--- src/rtl/audio_dac_sequencer.sv ---
// audio_dac_sequencer: FIFO-fed stereo sample sequencer for a hybrid PWM/SD DAC.
// Define AUDIO_SEQ_RAMP_EN to slew outputs toward midpoint when idle, draining or starved.
module audio_dac_sequencer #(
   parameter int DEPTH_LOG2 = 4
) (
   input  logic                  clk,
   input  logic                  reset,
   input  logic [15:0]           in_l,
   input  logic [15:0]           in_r,
   input  logic                  in_valid,
   output logic                  in_ready,
   input  logic [15:0]           period,
   input  logic                  enable,
   input  logic                  shutdown,
   output logic [15:0]           d_l,
   output logic [15:0]           d_r,
   output logic                  terminate,
   output logic                  sample_tick,
   output logic [DEPTH_LOG2:0]   level,
   output logic [7:0]            underruns,
   output logic [2:0]            state
);
   localparam int DEPTH = 1 << DEPTH_LOG2;
   localparam int LW = DEPTH_LOG2 + 1;
   localparam logic [15:0] MID = 16'h8000;
   typedef enum logic [2:0] {IDLE = 3'd0, PRIME = 3'd1, RUN = 3'd2, DRAIN = 3'd3, SHUTDOWN = 3'd4} state_t;
   state_t st, st_n;
   logic [31:0] mem [DEPTH];
   logic [DEPTH_LOG2-1:0] wptr, rptr;
   logic [15:0] cnt, per_q;
   logic rdy_en, wr, pop, empty, underrun, wrap;
   assign state = st;
   assign terminate = st == SHUTDOWN;
   assign empty = level == '0;
   assign in_ready = rdy_en && !level[DEPTH_LOG2] && st != SHUTDOWN;
   assign wr = in_valid && in_ready;
   assign pop = sample_tick && !empty && (st == RUN || st == DRAIN);
   assign underrun = sample_tick && empty && st == RUN;
   assign wrap = cnt == per_q;
   always_comb begin
      st_n = (shutdown || st == SHUTDOWN) ? SHUTDOWN :
             st == IDLE  ? (enable ? PRIME : IDLE) :
             st == PRIME ? (!enable ? IDLE : level[DEPTH_LOG2:DEPTH_LOG2-1] != 2'b00 ? RUN : PRIME) :
             st == RUN   ? (enable ? RUN : DRAIN) :
             st == DRAIN ? (enable ? RUN : (sample_tick && empty) ? IDLE : DRAIN) : IDLE;
   end
   // period is latched only at a wrap so a change never truncates the current interval
   always_ff @(posedge clk or posedge reset) begin
      if (reset) begin
         st <= IDLE;
         rdy_en <= 1'b0;
         cnt <= '0;
         per_q <= '0;
         sample_tick <= 1'b0;
         wptr <= '0;
         rptr <= '0;
         level <= '0;
         underruns <= '0;
      end else begin
         st <= st_n;
         rdy_en <= 1'b1;
         sample_tick <= wrap;
         cnt <= wrap ? '0 : cnt + 16'd1;
         if (wrap) per_q <= period;
         if (underrun && underruns != 8'hFF) underruns <= underruns + 8'd1;
         if (st_n == SHUTDOWN) begin
            wptr <= '0;
            rptr <= '0;
            level <= '0;
         end else begin
            if (wr) wptr <= wptr + 1'b1;
            if (pop) rptr <= rptr + 1'b1;
            level <= level + LW'(wr) - LW'(pop);
         end
      end
   end
   always_ff @(posedge clk) begin
      if (wr) mem[wptr] <= {in_l, in_r};
   end
`ifdef AUDIO_SEQ_RAMP_EN
   logic ramp;
   assign ramp = sample_tick && (st == IDLE || underrun || (st == DRAIN && empty));
   function automatic logic [15:0] slew(input logic [15:0] x);
      return x > 16'h8100 ? x - 16'h0100 : x < 16'h7F00 ? x + 16'h0100 : MID;
   endfunction
`endif
   always_ff @(posedge clk or posedge reset) begin
      if (reset) begin
         d_l <= MID;
         d_r <= MID;
      end else if (pop) begin
         {d_l, d_r} <= mem[rptr];
`ifdef AUDIO_SEQ_RAMP_EN
      end else if (ramp) begin
         d_l <= slew(d_l);
         d_r <= slew(d_r);
`else
      end else if (st_n == IDLE) begin
         d_l <= MID;
         d_r <= MID;
`endif
      end
   end
endmodule

--- config.mk ---
export PLATFORM = sky130hd
export DESIGN_NAME = audio_dac_sequencer
export DESIGN_NICKNAME = d
export VERILOG_FILES = /design/src/rtl/audio_dac_sequencer.sv
export SDC_FILE = /design/constraint.sdc
export NUM_CORES = 1
export LEC_CHECK = 0
export ABC_AREA = 1
export CORE_ASPECT_RATIO = 0.6
export CORE_MARGIN = 4
export CORE_UTILIZATION = 61
export DETAILED_ROUTE_END_ITERATION = 16
export PLACE_DENSITY = 0.9
export SYNTH_ARGS = -nofsm -noshare
export SYNTH_HDL_FRONTEND = slang
export SYNTH_SLANG_ARGS = --single-unit
--- constraint.sdc ---
create_clock -name clk -period 5.3 [get_ports clk]
set_clock_uncertainty 0.2 [all_clocks]
set_input_delay 1.325 -clock clk [delete_from_list [all_inputs] [get_ports clk]]
set_output_delay 1.325 -clock clk [all_outputs]
set_load 0.02 [all_outputs]
==> run summary <==
Result of the run: completed
Reg2Reg Depth: 8
Final clock period utilization by the worst path: 0.6638
Average footprint of a synthesized cell: 11.42 µm²
Die Area: 43840 µm²
Boundary pin count: 104
Endpoint with the worst hold slack: per_q[1]
Filler cell count: 2501
Mapped Cells: 2160
Highest routing layer actually used: met4
Max_cap viols: 0
Final min period: 3.518 ns
Startpoint of the worst register-to-register path: rptr[0]
Post-synth top flop: sky130_fd_sc_hd__edfxtp_1
Cell area power density: 335.3 nW/µm²
Area added between synthesis and finish: 12.25%
Combined global-route utilization of all metal layers: 0.2872
Overall die height: 163.8 µm
Pin slew with the least headroom to its limit: 1.332 ns
Number of hold buffers added after cts: 0
Number of warnings printed during yosys synthesis: 0
Post-Layout Inst Area: 27700 µm²
Part of the power in combinational logic: 0.035
Sequential element share of the synthesized area: 0.7144
Maximum number of pins on one net before global-route repair: 192
Final weighted congestion of routability-driven global placement: 0.9094
Routed wire length: 63160 µm
Detailed-route via count: 17.33k
Total setup buffers inserted after CTS: 0
Setup slack on the worst flop-to-flop path: 1.91 ns
Width of the chip: 267.7 µm
Met1 WL: 23460 µm
Final Core Density: 0.7010
CP Data Required Time: 3.77 ns
Combined area of all synthesized cells: 24680 µm²
Initial DRC count: 3122
Reg power frac: 0.561
Maximum ir drop on the vdd rail: 279.7 µV
Final routed DRC violation total: 0
Peak fanout along the critical path: 6
TritonCTS clock tree: built
Met3 wire length: 9469 µm
Length of routed met2 wiring: 28590 µm
Number of vias per cell after detailed routing: 6.253
Min-Delay Startpoint: per_q[1]
Number of nets produced by synthesis: 2228
Overflow left after global routing: 0
Peak clock frequency supported by timing: 284.3 MHz
Relative contribution of the clock network to total power: 0.404
Clock sink count: 602
Setup Slack @ Placement: 1.349 ns
Final setup vio count: 0
Vias in the first global route: 16.64k
Clk pin slew, worst setup/hold paths: 0.07 ns
Post-synth EDFFs: 512
Fraction of layout cells with a size suffix above 1: 0.05467
Internal power contribution: 0.007371 W
Post_cts resized: 0
Final Hold Violating Endpoints: 0
HPWL after DPL: 36410 µm
Wire length of the first global-routing pass: 96490 µm
Worst Setup Path Type: flip-flop to primary output
Port Buffer Count: 103
Root Buffer: sky130_fd_sc_hd__clkbuf_16
Antenna violation net count after detailed routing: 0
Worst-case setup margin in the final layout: 1.782 ns
Routed wire per std cell: 22.78 µm
Starting density of the core: 0.6245
Register bit count reported by yosys: 602
Class of the worst hold path: flip-flop to flip-flop
Number of antenna violations at the first check in global routing: 0
Critical path data arrival time: 1.99 ns
Cell depth of the worst hold path: 2
Post-synthesis async set-or-reset flop share: 0.1495
Normalized max-slew margin: 0.1098
Total clock buffers created by CTS: 51
Psw: 0.001918 W
Netlist cell types: 29
Beginning of the critical path: state[0]
H-tree levels: 2
Number of slew-limit violations in the final report: 0
Endpoint class of the critical path: primary output
Switching portion of total power: 0.2065
Setup repair after global routing missed its margin: no
Net count, final: 2276
Type of origin of the critical path: flip-flop
Placed cell area: 26060 µm²
Clock Path Buffers: 3
Total number of placement rows: 56
Ant diodes: 0
Number of detailed-route iterations in the first pass: 7
Reg-to-Reg End: d_r[7]
Final-layout setup total negative slack: 0 ns
Area of the core: 39520 µm²
Clock latency on the worst-skew pair: 0.59 ns
Leakage Power: 10.11 nW
==> worst max-delay path by stage <==
| stage | endpoint | depth (start not counted) |
|---|---|---|
| detailed placement | mem[11][4] | 5 |
| finish | in_ready | 5 |
| floorplan | cnt[0] | 1 |
| global route | in_ready | 5 |
| CTS | in_ready | 5 |
| global placement | mem[10][4] | 5 |
==> cell usage after synthesis (all sizes together), types with 2 or more instances <==
cell	n	area, µm²
dfrtp	88	2202
or2	2	12.52
nor3	7	46.30
nand3	549	2753
nor2	71	284.0
nand4	5	31.28
xor2	21	183.9
ha	14	175.2
dfstp	2	52.55
inv	78	292.8
clkbuf	42	157.7
a21oi	8	40.04
edfxtp	512	15370
o21ai	12	60.06
xnor2	13	113.9
buf	80	416.7
nand2	654	2457
==> kinds of logic after synthesis <==
logic type               Yosys count  share of synthesized area
AO/OA/AOI/OAI                     20                   0.004056
flip-flops                       602                     0.7144
XOR/XNOR                          34                    0.01207
AND/OR/NAND/NOR                 1288                     0.2263
other                              1                  0.0001520
buffers and inverters            200                    0.03514
adder cells (fa/ha/maj)           15                   0.007910
==> power groups by stage <==
stage | sequential (W) | combinational, W | clock [W]
2_1_floorplan | 0.00537 | 0.0000468 | 0
3_3_place_gp | 0.00532 | 0.000312 | 0
3_5_place_dp | 0.00531 | 0.000324 | 0
4_1_cts | 0.00521 | 0.000326 | 0.00374
5_1_grt | 0.00522 | 0.000346 | 0.00397
6_report | 0.00521 | 0.000325 | 0.00375
==> cell type report <==
class / count / area (µm²) / share of cell area
clock buffers: 62 / 1348 / 0.04865
clock inverters: 33 / 291.5 / 0.01052
inverters: 78 / 302.8 / 0.01093
multi-input cells: 1358 / 6306 / 0.2277
flip-flops and latches: 602 / 17640 / 0.6368
well taps: 522 / 653.1 / 0.02358
repair buffers: 117 / 1161 / 0.04192
==> sequential cells by signal, summed over array words and instances, names as in the netlist <==
signal       cells
rdy_en           1
mem            512
d_l             16
sample_tick      1
wptr             4
d_r             16
state            3
underruns        8
rptr             4
cnt             16
level            5
per_q           16
==> worst max-delay path, stage by stage (launching register included) <==
cell,delay (ns)
sky130_fd_sc_hd__dfrtp_1,0.45
sky130_fd_sc_hd__nor2_1,0.08
sky130_fd_sc_hd__nand2_1,0.07
sky130_fd_sc_hd__inv_2,0.05
sky130_fd_sc_hd__nor2_1,0.12
sky130_fd_sc_hd__clkdlybuf4s50_1,0.62
==> metrics by stage <==
stage	total power, W	hold slack, ns	std cells
floorplan	0.005413	0.2564	2160
global placement	0.005628	0.2743	2677
detailed placement	0.005639	0.2802	2677
CTS	0.009281	0.2928	2772
global route	0.009530	0.3106	2772
finish	0.009289	0.2893	2772
==> layer usage <==
| metal | track usage | vias to the layer above |
|---|---|---|
| met2 | 0.4358 | 1408 |
| met3 | 0.07696 | 165 |
| met1 | 0.4184 | 8203 |
| li1 | - | 7558 |
| met4 | 0.08065 | 0 |
| met5 | 0 | - |
==> cell usage in the layout (no fill, tap or decap), types with 2 or more instances in the layout <==
cell type | netlist | routed
sky130_fd_sc_hd__bufinv_16 | 0 | 5
sky130_fd_sc_hd__inv_6 | 0 | 4
sky130_fd_sc_hd__nor2_4 | 2 | 18
sky130_fd_sc_hd__clkinv_1 | 0 | 15
sky130_fd_sc_hd__clkbuf_1 | 42 | 8
sky130_fd_sc_hd__edfxtp_1 | 512 | 512
sky130_fd_sc_hd__clkinvlp_4 | 0 | 2
sky130_fd_sc_hd__dfrtp_4 | 0 | 2
sky130_fd_sc_hd__nand4_1 | 5 | 5
sky130_fd_sc_hd__clkinv_2 | 0 | 7
sky130_fd_sc_hd__nand3_1 | 548 | 548
sky130_fd_sc_hd__o21ai_0 | 12 | 12
sky130_fd_sc_hd__nor3_1 | 6 | 5
sky130_fd_sc_hd__inv_2 | 6 | 5
sky130_fd_sc_hd__dfrtp_1 | 88 | 85
sky130_fd_sc_hd__xnor2_1 | 13 | 13
sky130_fd_sc_hd__buf_4 | 4 | 12
sky130_fd_sc_hd__nand2_1 | 653 | 653
sky130_fd_sc_hd__inv_1 | 72 | 70
sky130_fd_sc_hd__dfstp_2 | 2 | 2
sky130_fd_sc_hd__nor2_1 | 68 | 52
sky130_fd_sc_hd__buf_12 | 0 | 2
sky130_fd_sc_hd__clkbuf_8 | 0 | 3
sky130_fd_sc_hd__clkbuf_16 | 0 | 51
sky130_fd_sc_hd__xor2_1 | 21 | 21
sky130_fd_sc_hd__a21oi_1 | 8 | 8
sky130_fd_sc_hd__clkdlybuf4s50_1 | 0 | 103
sky130_fd_sc_hd__inv_4 | 0 | 2
sky130_fd_sc_hd__ha_1 | 14 | 14
Power figures use the tool's default switching activity.
